File: config.mk
export PLATFORM = sky130hd
export DESIGN_NAME = sipo_word_assembler
export DESIGN_NICKNAME = d
export VERILOG_FILES = /design/src/rtl/sipo_word_assembler_pkg.sv /design/src/rtl/sipo_shift_reg.sv /design/src/rtl/sipo_word_assembler.sv
export SDC_FILE = /design/constraint.sdc
export NUM_CORES = 1
export LEC_CHECK = 0
export CORE_ASPECT_RATIO = 0.9
export CORE_MARGIN = 1
export CORE_UTILIZATION = 30
export CTS_CLUSTER_DIAMETER = 80
export DETAILED_ROUTE_END_ITERATION = 16
export GPL_TIMING_DRIVEN = 0
export SLEW_MARGIN = 20
export SYNTH_ARGS = -nofsm -noshare
export SYNTH_HDL_FRONTEND = slang
export SYNTH_SLANG_ARGS = --single-unit
File: constraint.sdc
create_clock -name clk -period 2.62 [get_ports clk]
set_clock_uncertainty 0.15 [all_clocks]
set_input_delay 0.524 -clock clk [delete_from_list [all_inputs] [get_ports clk]]
set_output_delay 0.524 -clock clk [all_outputs]
set_load 0.01 [all_outputs]
File: src/rtl/sipo_word_assembler_pkg.sv
// Shared types and helpers for the serial-to-parallel word assembler.
package sipo_word_assembler_pkg;

  localparam int DEFAULT_WIDTH = 4;

  // One-entry output holder: either waiting for a word or presenting one.
  typedef enum logic {
    HOLD_EMPTY = 1'b0,
    HOLD_FULL  = 1'b1
  } hold_state_e;

  // Width of the bit counter: clog2(width), never less than one bit.
  function automatic int cnt_width(input int width);
    return (width <= 2) ? 1 : $clog2(width);
  endfunction

endpackage

File: src/rtl/sipo_shift_reg.sv
// Serial-in shift register collecting qualified bits in arrival order.
module sipo_shift_reg
  import sipo_word_assembler_pkg::*;
#(
  parameter int WIDTH         = DEFAULT_WIDTH,
  parameter bit FIRST_BIT_MSB = 1'b1
) (
  input  logic             clk,
  input  logic             rst_n,
  input  logic             clr,
  input  logic             en,
  input  logic             din,
  output logic [WIDTH-1:0] q
);

  // Shift one bit in per enabled cycle; flush on reset or clear.
  // NOTE: flops update with non-blocking assignments so every register
  // samples pre-edge values, independent of statement order.
  always_ff @(posedge clk) begin
    if (!rst_n || clr) begin
      q <= '0;
    end else if (en) begin
      if (FIRST_BIT_MSB) q <= {q[WIDTH-2:0], din};
      else               q <= {din, q[WIDTH-1:1]};
    end
  end

endmodule

File: src/rtl/sipo_word_assembler.sv
// Assembles WIDTH serial bits into a word and offers it through a
// one-entry holding register with a valid/ready handshake. A word that
// completes while the holder is still occupied is dropped and flagged.
module sipo_word_assembler
  import sipo_word_assembler_pkg::*;
#(
  parameter int WIDTH         = DEFAULT_WIDTH,
  parameter bit FIRST_BIT_MSB = 1'b1
) (
  input  logic             clk,
  input  logic             rst_n,
  input  logic             ser_in,
  input  logic             shift,
  input  logic             clear,
  output logic [WIDTH-1:0] par_data,
  output logic             par_valid,
  input  logic             par_ready,
  output logic             busy,
  output logic             overrun
);

  localparam int            CW   = cnt_width(WIDTH);
  localparam logic [CW-1:0] LAST = CW'(WIDTH - 1);

  logic [CW-1:0]    bit_cnt_q;
  logic [CW-1:0]    bit_cnt_d;
  logic [WIDTH-1:0] shreg_q;
  logic [WIDTH-1:0] word_d;
  logic             complete;
  logic             transfer;
  logic             load_word;
  logic             set_overrun;
  hold_state_e      hold_q;
  hold_state_e      hold_d;

  sipo_shift_reg #(
    .WIDTH        (WIDTH),
    .FIRST_BIT_MSB(FIRST_BIT_MSB)
  ) u_shift_reg (
    .clk  (clk),
    .rst_n(rst_n),
    .clr  (clear),
    .en   (shift),
    .din  (ser_in),
    .q    (shreg_q)
  );

  // The completed word must include the bit arriving this cycle, so it is
  // formed from the pre-edge register contents plus ser_in.
  assign word_d = FIRST_BIT_MSB ? {shreg_q[WIDTH-2:0], ser_in}
                                : {ser_in, shreg_q[WIDTH-1:1]};

  assign complete = shift && (bit_cnt_q == LAST);
  assign transfer = (hold_q == HOLD_FULL) && par_ready;
  assign par_valid = (hold_q == HOLD_FULL);

  // Bit counter next value: advance on each qualified bit, wrap on completion.
  // NOTE: every always_comb output gets a default first so no path leaves
  // it unassigned, which would infer a latch.
  always_comb begin
    bit_cnt_d = bit_cnt_q;
    if (shift) bit_cnt_d = complete ? '0 : bit_cnt_q + CW'(1);
  end

  // Counter and registered busy flag (busy mirrors the new count).
  // NOTE: reset is synchronous; it only takes effect on a rising clk edge.
  always_ff @(posedge clk) begin
    if (!rst_n || clear) begin
      bit_cnt_q <= '0;
      busy      <= 1'b0;
    end else begin
      bit_cnt_q <= bit_cnt_d;
      busy      <= (bit_cnt_d != '0);
    end
  end

  // Holder next state: load, drain, or drop-and-flag on a completed word.
  always_comb begin
    hold_d      = hold_q;
    load_word   = 1'b0;
    set_overrun = 1'b0;
    unique case (hold_q)
      HOLD_EMPTY: begin
        if (complete) begin
          hold_d    = HOLD_FULL;
          load_word = 1'b1;
        end
      end
      HOLD_FULL: begin
        if (complete) begin
          // Same-cycle drain and refill keeps the holder full with no bubble.
          if (transfer) load_word   = 1'b1;
          else          set_overrun = 1'b1;
        end else if (transfer) begin
          hold_d = HOLD_EMPTY;
        end
      end
      default: hold_d = HOLD_EMPTY;
    endcase
  end

  // Holder state, held word and sticky overrun flag.
  always_ff @(posedge clk) begin
    if (!rst_n || clear) begin
      hold_q   <= HOLD_EMPTY;
      par_data <= '0;
      overrun  <= 1'b0;
    end else begin
      hold_q <= hold_d;
      if (load_word)   par_data <= word_d;
      if (set_overrun) overrun  <= 1'b1;
    end
  end

endmodule

Word level (Yosys, flattened, before mapping)
Index checks and enable logic that the tools add are counted.

Logic and storage cells: 25. Output and inout port bits: 7. Bits of input ports: 6. Register bits: 12.

Bitwise gates (word level): 1. $add $sub $neg: 1. Reductions and logical operators: 5. Mux-type cells: 11. Equality and inequality tests: 1.

Operator list (number): $mux 1 (7); $mux 2 (2); $pmux 1 s2 (2); $add 2x1->2 const B (1); $eq 2x2->1 const B (1); $logic_and 1x1->1 (2); $reduce_bool 2->1 (1); $logic_not 1->1 (1); $logic_or 1x1->1 (1); $not 1->1 (1).

Longest topological paths before layout
Depth after elaboration: 5. Gate-level depth with buffers: 4. Gate-level depth less buffers: 4.

Hierarchy
Synthesis repeated with hierarchy kept, for this count alone.

Cells, all modules: 53. Area total of the unflattened synthesis: 505.5 µm².

By module, submodules not included: sipo_word_assembler (seq. area each 180.2 µm², area each 359.1 µm², instances 1, cells an instance 39); sipo_shift_reg (seq. area each 80.1 µm², area each 146.4 µm², instances 1, cells an instance 14).

Least setup slack after synthesis
No wires, ideal clock.

Path type: register to register. From: register bit_cnt_q[0]. To: register busy. Clock period less this slack: 1280 ps. Data arrival time: 1039 ps. Library setup time: 91 ps. Cell stages (with the launch flop): 4. Buffers on the path: 0. Setup slack: 1340 ps. Required time: 2379 ps. Cell sequence: dfxtp_1 > ha_1 > or2b_1 > a311oi_1.

Longest elaborated chain between the ends: 5. Elaborated cells on any way between the ends: 6. Classes of those cells: add/sub (1); eq/ne (1); mux (2); reduce/logical (2).

RTL lines: start, declared (RTL line sipo_word_assembler.sv:25) `logic [CW-1:0] bit_cnt_q;`; start signal, assigned (RTL line sipo_word_assembler.sv:72) `bit_cnt_q <= bit_cnt_d;`; branches (longest 3 deep; another with $add 2x1->2); $mux 2 (*) (RTL line sipo_word_assembler.sv:62) `if (shift) bit_cnt_d = complete ? '0 : bit_cnt_q + CW'(1);`; $reduce_bool 2->1 (*) (RTL line sipo_word_assembler.sv:73) `busy <= (bit_cnt_d != '0);`; end signal, assigned (RTL line sipo_word_assembler.sv:73); end, declared (RTL line sipo_word_assembler.sv:18) `output logic busy,`.

Every way passes the cells marked *. A chain may end at the register's enable or synchronous reset.

Worst setup path after layout
From: register hold_q, in the netlist par_valid. To: output par_valid.

RTL lines: start, declared (RTL line sipo_word_assembler.sv:33) `hold_state_e hold_q;`; start signal, assigned (RTL line sipo_word_assembler.sv:109) `hold_q <= hold_d;`; end, declared (RTL line sipo_word_assembler.sv:16) `output logic par_valid,`.

No word-level cell between the ends.

==> key figures <==
Synth
  – Seq cells post-synth: 12
  – Area of the mapped netlist: between 400 and 500 µm²
  – Synth warnings: 0
  – Post-synth EDFFs: 0
  – Seq/Total Area, Yosys: 51.1%
  – Post-synthesis async set-or-reset flop share: 0%
  – Synth cell count leaders: dfxtp_1 (12), a21oi_1 (7), nor2_1 (5)
  – Top_reg_cell synth: dfxtp_1
  – Synth top area share: 51.1%
  – Post-Syn Nets: 56
  – Avg Inst Size Synth: approximately 9.6 µm²
  – Post-Synthesis Cells: just under 50
  – Leading area contributor after synthesis: dfxtp_1
  – Synth top area cells: dfxtp_1 (51%), a21oi_1 (7.4%), mux2i_1 (6.4%)
  – Yosys cell types: 19
  – Most frequent cell after synthesis: dfxtp_1

Final layout
  – Fillers: 148
  – Layout Nets: approximately 70
  – Final Util: 43.9%
  – Proportion of layout cells with a drive suffix above 1: 12.5%
  – P&R area growth vs syn: 35.1%
  – Number of diodes: 0
  – Fin cells: ~80
  – Cell area after layout: around 640 µm²

Power
  – Switching share of total power: about a fifth
  – Pleak: ~0.23 nW
  – Combinational share of power: roughly 6.6%
  – Sequential power share: a little over half
  – Clk pwr share: around 40%
  – Internal Power: ~0.28 mW
  – Power Dens Cells: between 500 and 600 nW/µm²
  – Power Total: ~0.36 mW
  – VDD IR max: 0.000241 V
  – NetSw: 0.0729 mW

Timing
  – Final Hold Viols: 0
  – Tmin final: 1.82 ns
  – Setup Viol. Count Final: 0
  – Max Clock Freq: about 550 MHz
  – Setup WS post-layout: between 0.7 and 0.8 ns
  – RSZ-0062 raised after global routing: no
  – Hold slack: between 0.3 and 0.4 ns
  – Final cycle utilization of the critical path: roughly 70%
  – Slew @ Worst Pin: a little under 0.3 ns
  – Relative slew slack: about four fifths
  – TNS Setup: 0 ns
  – Max Transition Viols Final: 0

Outcome
  – Violated checks: DRC
  – Status: finished, violations left

Global route
  – Overall Global Routing Usage: 11.3%
  – Antenna violations before repair: 0
  – Busiest grt layer: met2
  – Largest net degree at the start of global routing: 11
  – GRT met2 Usage: between 15 and 20%
  – Number of global-route vias before repair: roughly 300
  – M1 GR Usage: roughly 14%
  – GR Overflow Total: 0
  – First-pass GRT wire length: around 1300 µm
  – GR Util met3: approximately 8.3%

Hold path
  – Hold Path Class: reg2reg

Clocking
  – Clk buf depth: 2
  – Insertion delay to the later sink of the worst-skew pair: 0.27 ns
  – Sink Count: 12
  – Clk root buf: clkbuf_4
  – Hold buffer count at cts: 0
  – H-Tree Depth: 1
  – Clock Pin Slew Worst Setup and Hold Paths: 0.07 ns
  – CTS resizes: 0
  – CTS buffer count: 3
  – CTS tree: done
  – Setup Buffers After CTS: 0

Place
  – Post-place setup slack: about 0.87 ns
  – Placed Area: ~600 µm²
  – DP HPWL: around 640 µm
  – Final Wtd Congestion: 0.641
  – Dpl cells: 75
  – IO Port Bufs: 11

Critical path
  – R2r endpoint: busy
  – Worst R2R Start: bit_cnt_q[0]
  – Reg2Reg Setup Slack: between 1 and 1.5 ns
  – Worst path arrival time: roughly 1.2 ns
  – Critical path type: reg2out
  – Critical Path RT: approximately 2.0 ns
  – Worst Path Max Fanout: 3
  – Crit-path slowest cell: clkdlybuf4s50_1
  – Worst Setup SP: par_valid
  – Crit-path cells: clkdlybuf4s50_1
  – Critical Path End: par_valid
  – Worst Path Buf+Inv: 1
  – Worst R2R Path Depth: 3
  – CP peak stage delay: approximately 0.54 ns
  – Cell family with most CP delay: buffers and inverters
  – Nature of the critical path startpoint: flip-flop
  – CP Depth: 1
  – Worst setup EP type: primary output

Die
  – Placement Rows: 13
  – Die H: between 30 and 40 µm
  – Starting Density: 32.5%
  – Die area: around 1700 µm²
  – Die width: around 44 µm
  – Ports: 13
  – Core area: about 1400 µm²

Detailed routing
  – WL/cell: 10.8 µm
  – Via count: roughly 380
  – Drt drc: 1
  – Initial DRC count: 1
  – Detail Route Antenna Nets: 0
  – Drt first pass iters: 10
  – Total Wirelength: around 850 µm
  – Vias per cell: about 4.8

Flow run
  – Max Cap Viol: 0
-- power groups by stage --
stage | sequential [mW] | combinational, mW | clock, mW
2_1_floorplan | 0.191 | 0.0133 | 0
3_5_place_dp | 0.191 | 0.0239 | 0
6_report | 0.187 | 0.0236 | 0.146
5_1_grt | 0.187 | 0.0259 | 0.156
4_1_cts | 0.187 | 0.0238 | 0.151
3_3_place_gp | 0.191 | 0.0236 | 0
-- area by class of cell --
cell class | count | area [µm²] | area share, %
sequential | 12 | 240 | 37.8
tap | 15 | 18.8 | 2.95
timing repair buffer | 11 | 110 | 17.3
clock buffer | 4 | 36.3 | 5.71
buffer | 2 | 16.3 | 2.56
multi-input combinational | 35 | 214 | 33.7
-- cell usage in the layout (no fill, tap or decap) --
cell | synthesis | final
nand3_1 | 4 | 4
nand3b_1 | 1 | 1
o21ai_0 | 4 | 4
or2b_2 | 1 | 1
nand2_1 | 1 | 1
buf_2 | 1 | 1
buf_6 | 1 | 1
ha_1 | 1 | 1
and2_4 | 1 | 1
nand2b_1 | 2 | 2
clkbuf_8 | 0 | 1
nor2b_1 | 1 | 1
mux2i_1 | 3 | 3
clkbuf_4 | 0 | 3
nor2_1 | 5 | 5
dfxtp_1 | 12 | 12
a311oi_1 | 1 | 1
a21oi_1 | 7 | 7
or2b_1 | 1 | 1
xnor2_1 | 1 | 1
clkdlybuf4s50_1 | 0 | 11
nor3_1 | 1 | 1
-- state kept, by name, summed over array words and instances (netlist names) --
signal / flops
par_valid: 1
busy: 1
u_shift_reg.q: 3
par_data: 4
bit_cnt_q: 2
overrun: 1
-- how the worst min path moves through the flow --
stage / slack (ns) / startpoint / depth (start not counted) / endpoint
after detailed placement: 0.31 / overrun / 2 / overrun
final: 0.33 / par_data[2] / 2 / par_data[2]
after floorplan: 0.29 / u_shift_reg.q[2] / 2 / par_data[3]
after global placement: 0.31 / overrun / 2 / overrun
after global routing: 0.36 / par_data[0] / 2 / par_data[0]
after CTS: 0.33 / par_data[1] / 2 / par_data[1]
-- metal layers --
metal / up-vias / part of all wire, %
li1: 200 / -
met3: 0 / 8.1
met1: 169 / 50
met4: 0 / 0
met2: 12 / 41
met5: - / 0
-- cells by family (layout without fill, tap and decap cells) --
kind of cell | Yosys count | count (layout) | synth area share (%)
and+or+nand+nor | 18 | 18 | 21.0
DFF | 12 | 12 | 51.1
adders and majority gates | 1 | 1 | 2.66
xor gates and xnor gates | 1 | 1 | 1.86
AOI/OAI and AO/OA | 12 | 12 | 13.6
buffers and inverters | 2 | 17 | 3.46
muxes | 3 | 3 | 6.38
Power figures use the tool's default switching activity.
==> RTL change 1 (same settings) <==
Change the package constant `DEFAULT_WIDTH` from 4 to 6.
--- a/src/rtl/sipo_word_assembler_pkg.sv
+++ b/src/rtl/sipo_word_assembler_pkg.sv
@@ -1,7 +1,7 @@
 // Shared types and helpers for the serial-to-parallel word assembler.
 package sipo_word_assembler_pkg;
 
-  localparam int DEFAULT_WIDTH = 4;
+  localparam int DEFAULT_WIDTH = 6;
 
   // One-entry output holder: either waiting for a word or presenting one.
   typedef enum logic {
Interface: changed (resized par_data); port bits go from 13 to 15. The function was not compared with the original's and may differ.
==> RTL change 1 against the original RTL <==
Global-route usage up 1.5 points; first-iteration DRC count grew to 13 times the old value; routed wire length up 61%; worst hold slack got worse by 0.0073 ns; power up 23%; register-to-register slack got worse by 0.17 ns; cell area increased by 44%; sequential cell count up 5; sequential share of layout area shrank 0.59 points; synthesized area increased by 52%; worst setup slack lost 0.029 ns.
==> RTL change 1: results (changes against the original RTL) <==
* Status: finished, final reports clean
* Synth area leaders: dfxtp_1 48%, mux2i_1 8.4%, a21oi_1 7.0%
* RePlAce Congestion at 0.719 (+12%)
* Layout cell share with drive strength beyond 1 at 10.9% (-1.6 points)
* Clock slew at reported path FFs at 0.10 ns (+0.03 ns)
* Arr. time, crit path at 1.18 ns (+0.03 ns)
* GRT Util Overall at 12.8% (+1.5 points)
* Largest net degree at the start of global routing at 11 (unchanged)
* First-pass DRT Iterations at 4 (-6)
* # nets final at 101 (+40%)
* Reg2reg start: bit_cnt_q[0]
* Largest registers: par_data x6, u_shift_reg.q x5, bit_cnt_q x3
* IO Port Bufs at 14 (+3)
* Num CTS Buffers at 3 (unchanged)
* Worst Hold Launch: u_shift_reg.q[4]
* Final wirelength at 1.37 mm (+61%)
* Starting DRT DRC Count at 13 (+12)
* Least-Margin Pin Slew at 0.385 ns (+0.0936 ns)
* Leakage at 0.325 nW (+43%)
* Sequential share of the synthesized area at 47.6% (-3.4 points)
* Placed insts at 115 (+53%)
* Synth unique cells at 22 (+3)
* HP Class: flop to flop
* Diodes inserted at 0 (unchanged)
* Most instantiated cells after synthesis: 17 x dfxtp_1, 10 x a21oi_1, 7 x nor2_1
* Average size of a mapped cell at 9.65 sq um (+0.56%)
* Vias in the first global route at 490 (+65%)
* Post-Syn Nets at 82 (+46%)
* Fillers at 219 (+48%)
* VDD IR max at 0.000286 V (+18%)
* First-pass GRT wire length at 2.27 mm (+74%)
* Skew-Pair Late Insertion Delay at 0.29 ns (+0.02 ns)
* Non-filler instance count after layout at 119 (+51%)
* HPWL Detailed at 1.01 mm (+56%)
* Vias after detailed routing at 568 (+49%)
-- RTL change 1: kinds of logic (layout without fill, tap and decap cells) --
group / count (synthesis) / count (layout) / synth area share, %
simple gates: 24 / 24 / 19.8
compound gates: 20 / 20 / 15.6
flops: 17 / 17 / 47.6
mux: 6 / 6 / 8.41
buf+inv: 5 / 23 / 5.08
fa+ha+maj: 2 / 2 / 3.50
-- RTL change 1: area by class of cell --
class | instances | area share (%)
flip-flops and latches | 17 | 37.2
multi-input cells | 52 | 36.9
repair buffers | 14 | 15.3
well taps | 27 | 3.69
plain buffers | 4 | 3.56
clock buffers | 4 | 2.87
inverters | 1 | 0.410
-- RTL change 1: stage by stage --
stage	worst slack (ns)	hold slack, ns	instance area [sq um]
2_1_floorplan	1.20	0.293	714
3_3_place_gp	0.698	0.306	888
3_5_place_dp	0.636	0.311	888
4_1_cts	0.759	0.327	915
5_1_grt	0.692	0.355	915
6_report	0.769	0.324	915
-- RTL change 1: worst paths after layout --
path	endpoint	cells after the start	slack (ns)
worst max-delay path	par_valid	1	0.77
worst min-delay path	par_data[5]	2	0.32
worst max register to register	par_data[1]	5	1.12
worst min register to register	par_data[5]	2	0.32
-- RTL change 1: routing by layer --
metal	wire [microns]	track usage (%)	up-vias
li1	-	-	300
met2	641	20.0	9
met5	0	0	-
met3	31	4.67	2
met4	13	6.32	0
met1	687	15.7	257
-- RTL change 1: power breakdown --
| group | internal (mW) | leakage (nW) | switching, mW | total, mW |
|---|---|---|---|---|
| Combinational | 0.0178 | 0.172 | 0.0146 | 0.0324 |
| Sequential | 0.261 | 0.137 | 0.00192 | 0.263 |
| Clock | 0.0593 | 0.0150 | 0.0825 | 0.142 |
==> RTL change 2 (same flow settings) <==
Made on the original files. Register the output `overrun` once more; this adds one clock of latency there. The other outputs are not delayed to match.
--- a/src/rtl/sipo_word_assembler.sv
+++ b/src/rtl/sipo_word_assembler.sv
@@ -21,6 +21,8 @@
 
   localparam int            CW   = cnt_width(WIDTH);
   localparam logic [CW-1:0] LAST = CW'(WIDTH - 1);
+
+  logic overrun_s0;
 
   logic [CW-1:0]    bit_cnt_q;
   logic [CW-1:0]    bit_cnt_d;
@@ -104,12 +106,16 @@
     if (!rst_n || clear) begin
       hold_q   <= HOLD_EMPTY;
       par_data <= '0;
-      overrun  <= 1'b0;
+      overrun_s0 <= 1'b0;
     end else begin
       hold_q <= hold_d;
       if (load_word)   par_data <= word_d;
-      if (set_overrun) overrun  <= 1'b1;
+      if (set_overrun) overrun_s0 <= 1'b1;
     end
+  end
+
+  always_ff @(posedge clk) begin
+    overrun <= overrun_s0;
   end
 
 endmodule
Formal check against the unedited RTL: not equivalent (a bounded check fails within 10 cycles, from zero or initial values).
==> RTL change 2 against the original RTL <==
Worst hold slack got worse by 0.12 ns; power decreased by 0.53%; register-to-register slack got worse by 0.04 ns; synthesized area increased by 4.3%; maximum frequency decreased by 0.11%; non-clock buffer count unchanged; routed wire length increased by 3.3%; worst setup slack got worse by 0.0021 ns; sequential cell count increased by 1; critical endpoint unchanged; count of clock-buffer cells in the layout unchanged; cell area increased by 3.0%.
==> RTL change 2: results (changes against the original RTL) <==
* VDD IR max at 0.000172 V (-29%)
* Yosys warnings at 0 (unchanged)
* # nets final at 73 (+1.4%)
* Grt met3 use at 2.70% (-5.6 points)
* Initial Util at 33.1% (+0.64 points)
* Most instantiated cells after synthesis: 13 x dfxtp_1, 7 x a21oi_1, 5 x nor2_1
* Status: finished, final reports clean
* HPWL Detailed at 621 microns (-3.6%)
* Vias after detailed routing at 379 (-0.52%)
* Met1 Use GR at 14.9% (+0.96 points)
* Slowest CP cell: clkdlybuf4s50_1
* First-pass DRT Iterations at 3 (-7)
* GRT Util Overall at 12.0% (+0.76 points)
* Met2 usage at 16.2% (+0.88 points)
* WL/cell at 10.1 microns (-6.2%)
* Largest registers: par_data x4, u_shift_reg.q x3, bit_cnt_q x2
* Layout cell share with drive strength beyond 1 at 10.8% (-1.7 points)
* Int Power at 0.273 mW (-3.6%)
* Placement Cell Area at 628 sq um (+4.8%)
* Sequential share of the synthesized area at 53.1% (+2.0 points)
* Slew Limit Headroom at 81.3% (+0.80 points)
* First-pass GRT wire length at 1.43 mm (+9.5%)
* Starting DRT DRC Count at 6 (+5)
* Post-Syn Nets at 57 (+1.8%)
* Synth area leaders: dfxtp_1 53%, a21oi_1 7.1%, mux2i_1 6.1%
==> RTL change 2: logic make-up (layout without fill, tap and decap cells) <==
| family | count (synthesis) | count (layout) | share of synthesized area (%) |
|---|---|---|---|
| and+or+nand+nor | 18 | 18 | 20.2 |
| DFF | 13 | 13 | 53.1 |
| AOI/OAI and AO/OA | 12 | 12 | 13.0 |
| muxes | 3 | 3 | 6.12 |
| buffers and inverters | 2 | 17 | 3.32 |
| adders and majority gates | 1 | 1 | 2.55 |
| xor gates and xnor gates | 1 | 1 | 1.79 |
==> RTL change 2: layout make-up <==
cell class / count / area [sq um] / area share (%)
sequential: 13 / 260 / 39.8
buffer: 2 / 16.3 / 2.49
multi-input combinational: 35 / 214 / 32.7
timing repair buffer: 11 / 110 / 16.8
clock buffer: 4 / 26.3 / 4.02
tap: 22 / 27.5 / 4.21
==> RTL change 2: worst min-delay path by stage <==
stage	startpoint	end	cells after the start	slack [ns]
4_1_cts	overrun_s0	overrun	0	0.21
5_1_grt	overrun_s0	overrun	0	0.22
3_5_place_dp	overrun_s0	overrun	0	0.20
6_report	overrun_s0	overrun	0	0.21
3_3_place_gp	overrun_s0	overrun	0	0.19
2_1_floorplan	overrun_s0	overrun	0	0.18
==> RTL change 2: layer usage <==
layer  vias to the layer above  routed length, microns  share of wire, %
met1                       163                     453                51
met2                         9                     362                41
li1                        203                       -                 -
met3                         4                      32               3.6
met4                         0                      34               3.9
met5                         -                       0                 0
==> RTL change 2: per-stage QoR <==
stage,setup WS (ns),util (%),hold WS [ns],cells
2_1_floorplan,1.34,-,0.181,50
3_3_place_gp,0.894,42.4,0.192,83
3_5_place_dp,0.899,42.4,0.203,83
4_1_cts,0.789,44.2,0.209,87
5_1_grt,0.760,44.2,0.221,87
6_report,0.796,44.2,0.207,87
==> RTL change 2: power groups by stage <==
stage	Sequential [mW]	Clock (mW)	Combinational, mW
finish	0.202	0.128	0.0237
global route	0.202	0.138	0.0263
CTS	0.202	0.129	0.0239
detailed placement	0.207	0	0.0237
global placement	0.206	0	0.0235
floorplan	0.207	0	0.0133
